===== config.mk =====
export PLATFORM = sky130hd
export DESIGN_NAME = and_tree_pipe
export DESIGN_NICKNAME = d
export VERILOG_FILES = /design/src/rtl/and_tree_pipe.sv
export SDC_FILE = /design/constraint.sdc
export NUM_CORES = 1
export LEC_CHECK = 0
export ABC_AREA = 1
export BUFFER_PORTS_ARGS = -buffer_cell sky130_fd_sc_hd__buf_2
export CAP_MARGIN = 20
export CORE_AREA = 2 2 435 437
export CTS_BUF_LIST = sky130_fd_sc_hd__clkbuf_8
export CTS_CLUSTER_DIAMETER = 50
export DETAILED_ROUTE_END_ITERATION = 16
export DIE_AREA = 0 0 437 439
export HOLD_SLACK_MARGIN = 0.02
export SLEW_MARGIN = 5
export SYNTH_ARGS = -nofsm -noshare
export SYNTH_HDL_FRONTEND = slang
export SYNTH_SLANG_ARGS = --single-unit

===== constraint.sdc =====
create_clock -name clk -period 14.6 [get_ports clk]
set_input_delay 1.46 -clock clk [delete_from_list [all_inputs] [get_ports clk]]
set_output_delay 1.46 -clock clk [all_outputs]
set_load 0.1 [all_outputs]

===== src/rtl/and_tree_pipe.sv =====
// Pipelined AND-reduction of per-slice TCAM match vectors, followed by a hit
// and lowest-index encode stage. All stages advance together under one enable.
module and_tree_pipe #(
  parameter int DEPTH = 64,
  parameter int WIDTH = 16,
  parameter int FAN   = 6,
  localparam int IDX_W = (DEPTH > 1) ? $clog2(DEPTH) : 1
) (
  input  logic                   clk,
  input  logic                   rst,
  input  logic                   s_valid,
  output logic                   s_ready,
  input  logic [WIDTH*DEPTH-1:0] s_in,
  input  logic [WIDTH-1:0]       s_slice_en,
  output logic                   m_valid,
  input  logic                   m_ready,
  output logic [DEPTH-1:0]       m_match,
  output logic                   m_hit,
  output logic [IDX_W-1:0]       m_index
);

  function automatic int calc_levels(int w, int f);
    int n;
    int lv;
    n  = w;
    lv = 0;
    if (f < 2) return 1;
    while (n > 1) begin
      n  = (n + f - 1) / f;
      lv = lv + 1;
    end
    return (lv < 1) ? 1 : lv;
  endfunction

  function automatic int items_at(int l);
    int n;
    int f;
    n = WIDTH;
    f = (FAN < 2) ? 2 : FAN;
    for (int i = 0; i < l; i++) n = (n + f - 1) / f;
    return n;
  endfunction

  localparam int LEVELS = calc_levels(WIDTH, FAN);

  if ((DEPTH % 4) != 0 || DEPTH < 4 || FAN < 2 || FAN > 6 || WIDTH < 1) begin : g_bad_param
    $error("and_tree_pipe: illegal parameters DEPTH=%0d WIDTH=%0d FAN=%0d", DEPTH, WIDTH, FAN);
  end

  logic                   en;
  logic [DEPTH-1:0]       masked [WIDTH];
  logic [DEPTH-1:0]       root;
  logic                   vld_root;
  logic                   hit_c;
  logic [IDX_W-1:0]       idx_c;

  assign en      = m_ready || !m_valid;
  assign s_ready = en;

  // A disabled slice becomes all-ones so it cannot clear any match bit.
  always_comb begin
    for (int k = 0; k < WIDTH; k++) begin
      masked[k] = s_in[k*DEPTH +: DEPTH] | {DEPTH{~s_slice_en[k]}};
    end
  end

  for (genvar l = 0; l < LEVELS; l++) begin : g_lvl
    localparam int NI = items_at(l);
    localparam int NO = items_at(l + 1);

    logic [DEPTH-1:0] din   [NI];
    logic [DEPTH-1:0] grp   [NO];
    logic [DEPTH-1:0] dat_p [NO];
    logic             vld_in;
    logic             vld_p;

    if (l == 0) begin : g_src
      assign din    = masked;
      assign vld_in = s_valid;
    end else begin : g_src
      assign din    = g_lvl[l-1].dat_p;
      assign vld_in = g_lvl[l-1].vld_p;
    end

    // Inputs beyond the end of the last group act as all-ones.
    always_comb begin
      for (int j = 0; j < NO; j++) begin
        grp[j] = '1;
        for (int i = 0; i < FAN; i++) begin
          if (j * FAN + i < NI) grp[j] = grp[j] & din[j * FAN + i];
        end
      end
    end

    // ---- tree level register ----
    always_ff @(posedge clk) begin
      if (en) dat_p <= grp;
    end

    always_ff @(posedge clk) begin
      if (rst)     vld_p <= 1'b0;
      else if (en) vld_p <= vld_in;
    end
  end

  assign root     = g_lvl[LEVELS-1].dat_p[0];
  assign vld_root = g_lvl[LEVELS-1].vld_p;

  always_comb begin
    hit_c = |root;
    idx_c = '0;
    for (int i = DEPTH - 1; i >= 0; i--) begin
      if (root[i]) idx_c = IDX_W'(i);
    end
  end

  // ---- encode stage register ----
  always_ff @(posedge clk) begin
    if (rst) begin
      m_valid <= 1'b0;
      m_match <= '0;
      m_hit   <= 1'b0;
      m_index <= '0;
    end else if (en) begin
      m_valid <= vld_root;
      m_match <= root;
      m_hit   <= hit_c;
      m_index <= idx_c;
    end
  end

endmodule


==> results.cfg, run 1 <==
[yosys]
syn-num-nets = 2790
synthCells = 1746
ys_warn_count = 0
synth_cell_types = 24
ys_seq_elements = 330
syn_avg_cell_area_um2 = 9.56
netlist_area_mm2 = 0.0167
synth_seq_area_share_pct = 54.9

[die]
start_util_pct = 8.93
fp.coreArea_mm2 = 0.187
die_height_um = 439
die_w_um = 437
rows = 159
dieArea_mm2 = 0.192
io_pins = 1117

[setup_path]
crit_path_end_kind = flop
worst_ep_required_time_ns = 14.97
r2r_slack_ns = 10.39
path_common_cell = buf_4
crit_path_max_fanout = 115
criticalPathCategory = in -> reg
start_kind = input pin
max_stage_delay_ns = 0.89
cp_top_family = buffers and inverters
cp.arrival_ns = 4.97
cp.buffers_inverters = 6
crit_chain = buf_2, nor2_2, buf_4, inv_8, buf_4, buf_4, buf_4
critical_path.slowest_cell = buf_4

[routing]
wl_per_cell_um = 29.0
num_vias = 20377
routed_wl_um = 158000
drc_errors = 0
dr.pass1.iters = 5
viasPerCell = 3.74
first_iter_violations = 2179
ant_nets = 0

[global_routing]
grt_pass1_wl_um = 196000
antenna_found_initial = 140
grt_usage_pct = 15.7
grt_max_degree = 116
grt.overflow.total = 0
grt_pass1_vias = 19303

[clocking]
post_cts.repair.setup_buffers = 0
htree_levels = 3
root_buffer = clkbuf_8
cts_buffers = 71
cts_sinks = 330
tritoncts = done
cts_buffer_depth = 3
path_clk_slew_ns = 0.06
clk_latency_ns = 0.79
cts_resized = 0
hold_buffers = 0

[layout]
drive_gt1_share_pct = 44.9
instances_no_fill = 5445
area_delta_synth_final_pct = 62.3
fin_util_pct = 14.5
regArea_mm2 = 0.00917
nFillCells = 21553
layout_commonest_cell = buf_2
layout.nets = 3905
multi_input_area_mm2 = 0.00608
final_cell_mix = buf_2 (1120), o22ai_1 (384), edfxtp_1 (256), nor2_1 (222), inv_1 (185)

[placed_design]
hpwl_um = 135000
placed_cells = 5282
io_buffer_count = 1116
gp_congestion = 0.961

[timing]
maxSlewViolCount = 0
rsz0062_at_grt = false
hold_viol = 0
relSlewSlack_pct = 19.7
fin_tns_setup_ns = 0
tightest_slew_ns = 1.17
setup_violations = 0
worst_clock_skew_ns = 0.0564
fmax_ghz = 0.217
fin_crit_sh_pct = 31.5
period_needed_ns = 4.61

[worst_hold_path]
min_path_type = reg -> reg

[power]
p_leak_uw = 0.0122
peakVddDrop_uv = 54.2
p_per_area_mw_per_mm2 = 111

[flow_run]
max_cap_viol_count = 0

[outcome]
outcome = finished, final reports clean
-- cell usage after synthesis --
cell type | n | share of area, %
clkbuf_1 | 106 | 2.4
nor4_1 | 6 | 0.22
o21ai_0 | 67 | 2.0
inv_1 | 177 | 4.0
o31ai_1 | 2 | 0.090
o22ai_1 | 384 | 14
nand4_1 | 2 | 0.075
o211ai_1 | 1 | 0.045
inv_2 | 18 | 0.40
nor2_1 | 223 | 5.0
bufinv_8 | 15 | 1.6
a2111oi_0 | 128 | 6.7
a21oi_1 | 72 | 2.2
a21oi_2 | 1 | 0.052
and3_1 | 64 | 2.4
nand3_1 | 13 | 0.39
a311oi_1 | 1 | 0.052
clkinv_1 | 9 | 0.20
o21ai_1 | 4 | 0.12
nand2_1 | 105 | 2.4
edfxtp_1 | 256 | 46
buf_1 | 15 | 0.34
nor3_1 | 3 | 0.090
dfxtp_1 | 74 | 8.9
-- path summary, 6_finish.rpt --
check | from | to | depth (start not counted)
min | g_lvl[1].vld_p | g_lvl[1].vld_p | 2
min reg2reg | g_lvl[1].vld_p | g_lvl[1].vld_p | 2
max reg2reg | g_lvl[1].dat_p[63] | m_index[0] | 64
max | m_ready | g_lvl[0].dat_p[71] | 7
-- logic make-up after synthesis --
logic type,count (synthesis),synth area share [%]
AO/OA/AOI/OAI,660,25.6
buffers and inverters,340,8.88
flip-flops,330,54.9
AND/OR/NAND/NOR,416,10.6
-- flip-flops by register name, indices dropped and copies added (netlist names) --
signal	count
g_lvl.dat_p	256
m_match	64
m_index	6
g_lvl.vld_p	2
m_hit	1
m_valid	1
-- power by group --
part           total (uW)  switching (uW)  leakage, uW  internal, uW
logic                 619             409      0.00775           209
registers            1160            68.4      0.00358          1090
clock network        1220             519     0.000864           706
-- layer usage --
metal | wire (um) | part of all wire (%) | track usage (%) | vias to the layer above
met5 | 413 | 0.26 | 0 | -
met1 | 71800 | 45 | 21.6 | 9884
met3 | 12000 | 7.6 | 4.15 | 289
met4 | 3380 | 2.1 | 3.95 | 60
met2 | 70300 | 45 | 24.1 | 1191
li1 | - | - | - | 8953
-- layout make-up --
type,instances,area share (%)
Antenna cell,36,0.332
Clock buffer,75,3.81
Clock inverter,51,2.33
Inverter,219,3.88
Multi-Input combinational cell,1076,22.4
Sequential cell,330,33.8
Tap cell,2495,11.5
Timing Repair Buffer,1163,21.9
-- per-stage QoR --
| stage | total power (uW) | hold slack (ns) | setup WS (ns) | area, um^2 |
|---|---|---|---|---|
| after floorplan | 1420 | 0.430 | 3.39 | 16700 |
| final | 3010 | 0.458 | 9.99 | 27100 |
| after global placement | 1810 | 0.444 | 9.31 | 25300 |
| after global routing | 3150 | 0.487 | 9.67 | 27100 |
| after CTS | 3070 | 0.462 | 10.13 | 27000 |
| after detailed placement | 1810 | 0.455 | 9.23 | 25300 |
-- worst min-delay path, stage by stage, from the launching register on --
cell and delay, ns:
dfxtp_1 0.29, inv_1 0.06, a21oi_1 0.06
No activity file was read; power rests on OpenSTA's default activity.
==> run 2: changes to the inputs <==
--- a/config.mk
+++ b/config.mk
@@ -8,11 +8,11 @@
 export ABC_AREA = 1
 export BUFFER_PORTS_ARGS = -buffer_cell sky130_fd_sc_hd__buf_2
 export CAP_MARGIN = 20
-export CORE_AREA = 2 2 435 437
+export CORE_AREA = 2 2 437 439
 export CTS_BUF_LIST = sky130_fd_sc_hd__clkbuf_8
 export CTS_CLUSTER_DIAMETER = 50
 export DETAILED_ROUTE_END_ITERATION = 16
-export DIE_AREA = 0 0 437 439
+export DIE_AREA = 0 0 439 441
 export HOLD_SLACK_MARGIN = 0.02
 export SLEW_MARGIN = 5
 export SYNTH_ARGS = -nofsm -noshare
==> constraint.sdc (replaced) <==
create_clock -name clk -period 3.85 [get_ports clk]
set_input_delay 0.385 -clock clk [delete_from_list [all_inputs] [get_ports clk]]
set_output_delay 0.385 -clock clk [all_outputs]
set_load 0.1 [all_outputs]
==> results.cfg, run 2 (synthesis results as in run 1) <==
[outcome]
outcome = finished with violations
violations = setup timing

[routing]
drc_errors = 0
num_vias = 22181
first_iter_violations = 2177
routed_wl_um = 162000
dr.pass1.iters = 5
ant_nets = 0
viasPerCell = 3.80
wl_per_cell_um = 27.8

[global_routing]
grt_pass1_vias = 21103
grt_usage_pct = 15.9
grt.overflow.total = 0
antenna_found_initial = 155
grt_max_degree = 185
grt_pass1_wl_um = 201000

[layout]
fin_util_pct = 16.3
layout.nets = 4270
largest_registers = g_lvl.dat_p (256), m_match (64), m_index (6)
instances_no_fill = 5844
area_delta_synth_final_pct = 84.5
regMostFlops = g_lvl.dat_p
largest_reg_flops = 256
layout_commonest_cell = buf_2
drive_gt1_share_pct = 41.4
final_cell_mix = buf_2 (1115), o22ai_1 (383), dlygate4sd3_1 (316), edfxtp_1 (256), nor2_1 (222)

[timing]
fmax_ghz = 0.253
period_needed_ns = 3.96
hold_viol = 0
worst_clock_skew_ns = 0.0776
tightest_slew_ns = 1.30
relSlewSlack_pct = 13.6
rsz0062_at_grt = true
fin_tns_setup_ns = -0.110
setup_violations = 1
fin_crit_sh_pct = 103
maxSlewViolCount = 0
layout_setup_ws_ns = -0.110

[die]
start_util_pct = 8.82
die_w_um = 439
rows = 160
fp.coreArea_mm2 = 0.189
io_pins = 1117
dieArea_mm2 = 0.194
die_height_um = 441

[setup_path]
max_stage_delay_ns = 0.40
crit_path_max_fanout = 2
criticalPathCategory = reg -> reg
worst_ep_required_time_ns = 4.50
critical_path.slowest_cell = edfxtp_1
r2r_end = m_index[0]
r2r_slack_ns = -0.11
crit_path_end_kind = flop
reg2reg_depth = 65
start_kind = flop
r2r-start = g_lvl[1].dat_p[62]
cp.arrival_ns = 4.61
path_common_cell = nand2_1

[clocking]
htree_levels = 3
cts_sinks = 330
path_clk_slew_ns = 0.06
tritoncts = done
clk_latency_ns = 0.79
cts_buffer_depth = 3
cts_buffers = 74
root_buffer = clkbuf_8

[worst_hold_path]
min_path_type = in -> reg
hold_depth = 3
hold_path_end = g_lvl[0].dat_p[29]
min_from = s_in[989]

[placed_design]
placed_cells = 5342
io_buffer_count = 1116
hpwl_um = 138000
gp_congestion = 0.956

[power]
p_per_area_mw_per_mm2 = 380
peakVddDrop_uv = 220
p_leak_uw = 0.0140

[flow_run]
max_cap_viol_count = 0
run 2: cell count changes in the layout (fill, tap and decap cells not counted), moves of 3 or more:
cell	delta
dlygate4sd3_1	+316
buf_4	+46
diode_2	+11
buf_12	+9
a2111oi_0	+6
clkbuf_8	+6
buf_2	-5
clkinv_2	+5
inv_2	-5
a2111oi_1	-3
a2111oi_2	-3
bufinv_16	-3
inv_1	+3
run 2: cell type report:
| type | instances | area (um^2) |
|---|---|---|
| diodes | 47 | 118 |
| inverters | 219 | 1060 |
| well taps | 2511 | 3140 |
| clock buffers | 81 | 1110 |
| clock inverters | 55 | 571 |
| multi-input cells | 1076 | 6070 |
| fillers | 21461 | 158000 |
| flip-flops and latches | 330 | 9170 |
| repair buffers | 1525 | 9550 |
run 2: layer usage:
layer | vias to the layer above | wire (um) | global-route usage (%)
li1 | 9699 | - | -
met1 | 10619 | 68900 | 20.5
met2 | 1405 | 71900 | 24.4
met3 | 386 | 15400 | 5.54
met4 | 72 | 5680 | 5.73
met5 | - | 481 | 0.447
run 2: where the power goes:
group,internal [uW],switching [uW],leakage (uW)
Sequential,4150,244,0.00358
Combinational,1100,1610,0.00954
Clock,2620,2000,0.000891
Total,7860,3850,0.0140
run 2: how the worst max path moves through the flow:
stage | startpoint | end | slack, ns | cells after the start
global route | g_lvl[1].dat_p[62] | m_index[0] | -0.86 | 65
CTS | g_lvl[1].dat_p[62] | m_index[0] | -0.19 | 65
floorplan | m_valid | g_lvl[0].dat_p[0] | 0.04 | 5
finish | g_lvl[1].dat_p[62] | m_index[0] | -0.11 | 65
global placement | g_lvl[1].dat_p[62] | m_index[0] | -0.39 | 65
detailed placement | g_lvl[1].dat_p[61] | m_index[0] | -0.14 | 64
run 2: metrics by stage:
step / cell area, um^2 / setup slack [ns] / hold WS (ns) / power (uW)
after floorplan: 16700 / 0.0365 / 0.430 / 5350
after global placement: 25800 / -0.389 / 0.446 / 6870
after detailed placement: 25800 / -0.140 / 0.457 / 6870
after CTS: 30700 / -0.195 / 0.0214 / 11900
after global routing: 30700 / -0.859 / 0.0619 / 12200
final: 30800 / -0.110 / 0.101 / 11700
run 2: critical path: cells and delay by family (launching register included):
| kind | cells | cell delay, ns |
|---|---|---|
| flip-flops | 1 | 0.40 |
| buffers and inverters | 1 | 0.08 |
| AND/OR/NAND/NOR | 63 | 3.25 |
| AO/OA/AOI/OAI | 1 | 0.11 |
run 2: timing repair:
action	in CTS	in global routing
pin swaps	0	1
gates resized for setup	1	0
buffers inserted	2	1
setup endpoints to repair	1	1
hold buffers	316	0
endpoints found under the hold margin	159	0
==> run 3: changes to the inputs <==
--- a/config.mk
+++ b/config.mk
@@ -8,11 +8,11 @@
 export ABC_AREA = 1
 export BUFFER_PORTS_ARGS = -buffer_cell sky130_fd_sc_hd__buf_2
 export CAP_MARGIN = 20
-export CORE_AREA = 2 2 437 439
+export CORE_AREA = 2 2 435 437
 export CTS_BUF_LIST = sky130_fd_sc_hd__clkbuf_8
 export CTS_CLUSTER_DIAMETER = 50
 export DETAILED_ROUTE_END_ITERATION = 16
-export DIE_AREA = 0 0 439 441
+export DIE_AREA = 0 0 437 439
 export HOLD_SLACK_MARGIN = 0.02
 export SLEW_MARGIN = 5
 export SYNTH_ARGS = -nofsm -noshare
==> constraint.sdc (replaced) <==
create_clock -name clk -period 4.95 [get_ports clk]
set_input_delay 0.495 -clock clk [delete_from_list [all_inputs] [get_ports clk]]
set_output_delay 0.495 -clock clk [all_outputs]
set_load 0.1 [all_outputs]
==> results.cfg, run 3 (synthesis results as in run 1) <==
[outcome]
outcome = finished, final reports clean

[timing]
relSlewSlack_pct = 25.2
setup_violations = 0
hold_viol = 0
fin_crit_sh_pct = 80.7
tightest_slew_ns = 1.09
worst_clock_skew_ns = 0.0564
fin_tns_setup_ns = 0
period_needed_ns = 3.99
maxSlewViolCount = 0
fmax_ghz = 0.250
rsz0062_at_grt = false

[setup_path]
crit_path_end_kind = flop
critical_path.slowest_cell = edfxtp_1
start_kind = flop
max_stage_delay_ns = 0.40
criticalPathCategory = reg -> reg
cp.arrival_ns = 4.61
crit_path_max_fanout = 3
path_common_cell = nand2_1
worst_ep_required_time_ns = 5.57

[power]
peakVddDrop_uv = 133
power_frac_clock_pct = 37.9
swShare_pct = 34.4
power_frac_seq_pct = 40.0
total_power_uw = 8560
p_per_area_mw_per_mm2 = 311
p_leak_uw = 0.0125
pwr-share-comb_pct = 22.1
internal-power_uw = 5620
p_switching_uw = 2940

[clocking]
cts_buffers = 74
post_cts.repair.setup_buffers = 0
root_buffer = clkbuf_8
path_clk_slew_ns = 0.06
tritoncts = done
cts_sinks = 330
htree_levels = 3
clk_latency_ns = 0.77
cts_buffer_depth = 3

[layout]
layout_commonest_cell = buf_2
regMostFlops = g_lvl.dat_p
instances_no_fill = 5499
final_cell_mix = buf_2 (1116), o22ai_1 (384), edfxtp_1 (256), nor2_1 (222), inv_1 (193)
largest_registers = g_lvl.dat_p (256), m_match (64), m_index (6)
largest_reg_flops = 256
nFillCells = 21563
drive_gt1_share_pct = 44.6
area_delta_synth_final_pct = 65.0
final_area_mm2 = 0.0275
layout.nets = 3962

[routing]
ant_nets = 0
wl_per_cell_um = 30.0
drc_errors = 0
viasPerCell = 3.72
num_vias = 20461
first_iter_violations = 1761
dr.pass1.iters = 5
routed_wl_um = 165000

[global_routing]
grt_max_degree = 109
grt_pass1_wl_um = 204000
grt_pass1_vias = 19993
antenna_found_initial = 158
grt_usage_pct = 16.4
grt.overflow.total = 0

[die]
rows = 159
io_pins = 1117
die_w_um = 437
fp.coreArea_mm2 = 0.187
start_util_pct = 8.93
die_height_um = 439
dieArea_mm2 = 0.192

[flow_run]
max_cap_viol_count = 0

[placed_design]
placed_cells = 5296
hpwl_um = 142000
io_buffer_count = 1116
gp_congestion = 0.915
dpl_cell_area_mm2 = 0.0255

[worst_hold_path]
min_path_type = in -> reg
-- run 3: cell types whose count changed in the layout (fill, tap and decap cells not counted), moves of 3 or more --
cell	change
dlygate4sd3_1	-277
buf_4	-30
diode_2	-20
a2111oi_0	-6
bufinv_16	-5
inv_1	+5
inv_2	+5
a2111oi_2	+4
buf_12	-3
-- run 3: through the flow --
stage	setup WS (ns)	hold WS [ns]	utilization, %
final	0.956	0.153	14.7
after floorplan	1.10	0.430	-
after global placement	0.640	0.449	13.6
after detailed placement	0.905	0.446	13.6
after CTS	0.906	0.0253	14.7
after global routing	0.258	0.0881	14.7
-- run 3: final timing paths --
check	slack [ns]	to	cells past startpoint	from
setup / recovery	0.96	m_index[0]	64	g_lvl[1].dat_p[63]
hold / removal	0.15	g_lvl[0].dat_p[141]	3	s_in[141]
setup reg to reg	0.96	m_index[0]	64	g_lvl[1].dat_p[63]
hold reg to reg	0.46	g_lvl[1].vld_p	2	g_lvl[1].vld_p
-- run 3: worst max-delay path: cells and delay by family, from the launching register on --
kind / cells / cell delay (ns)
simple gates: 63 / 3.44
flops: 1 / 0.40
compound gates: 1 / 0.05
-- run 3: metal layers --
metal  up-vias  track usage, %  part of all wire (%)
met5         -               0                  0.16
met4        42            3.85                   2.4
met3       279            4.16                   8.5
met2      1193            25.8                    45
met1      9898            22.3                    44
li1       9049               -                     -
-- run 3: repair_timing --
action	4_1_cts	5_1_grt
hold buffers	39	0
gates resized for setup	0	0
endpoints found under the hold margin	26	0
-- run 3: area by class of cell --
class                           count  area [um^2]  area share [%]
Tap cell                         2495         3120            11.3
Timing Repair Buffer             1217         6520            23.7
Clock buffer                       79         1090            3.95
Multi-Input combinational cell   1076         6090            22.1
Clock inverter                     56          433            1.57
Antenna cell                       27         67.6           0.245
Inverter                          219         1050            3.82
Sequential cell                   330         9170            33.3
-- run 3: power by group through the flow --
stage	Combinational (uW)	Sequential (uW)	Clock [uW]
3_5_place_dp	1890	3480	0
3_3_place_gp	1890	3480	0
5_1_grt	2040	3440	3510
2_1_floorplan	599	3560	0
6_report	1900	3420	3240
4_1_cts	1930	3430	3410
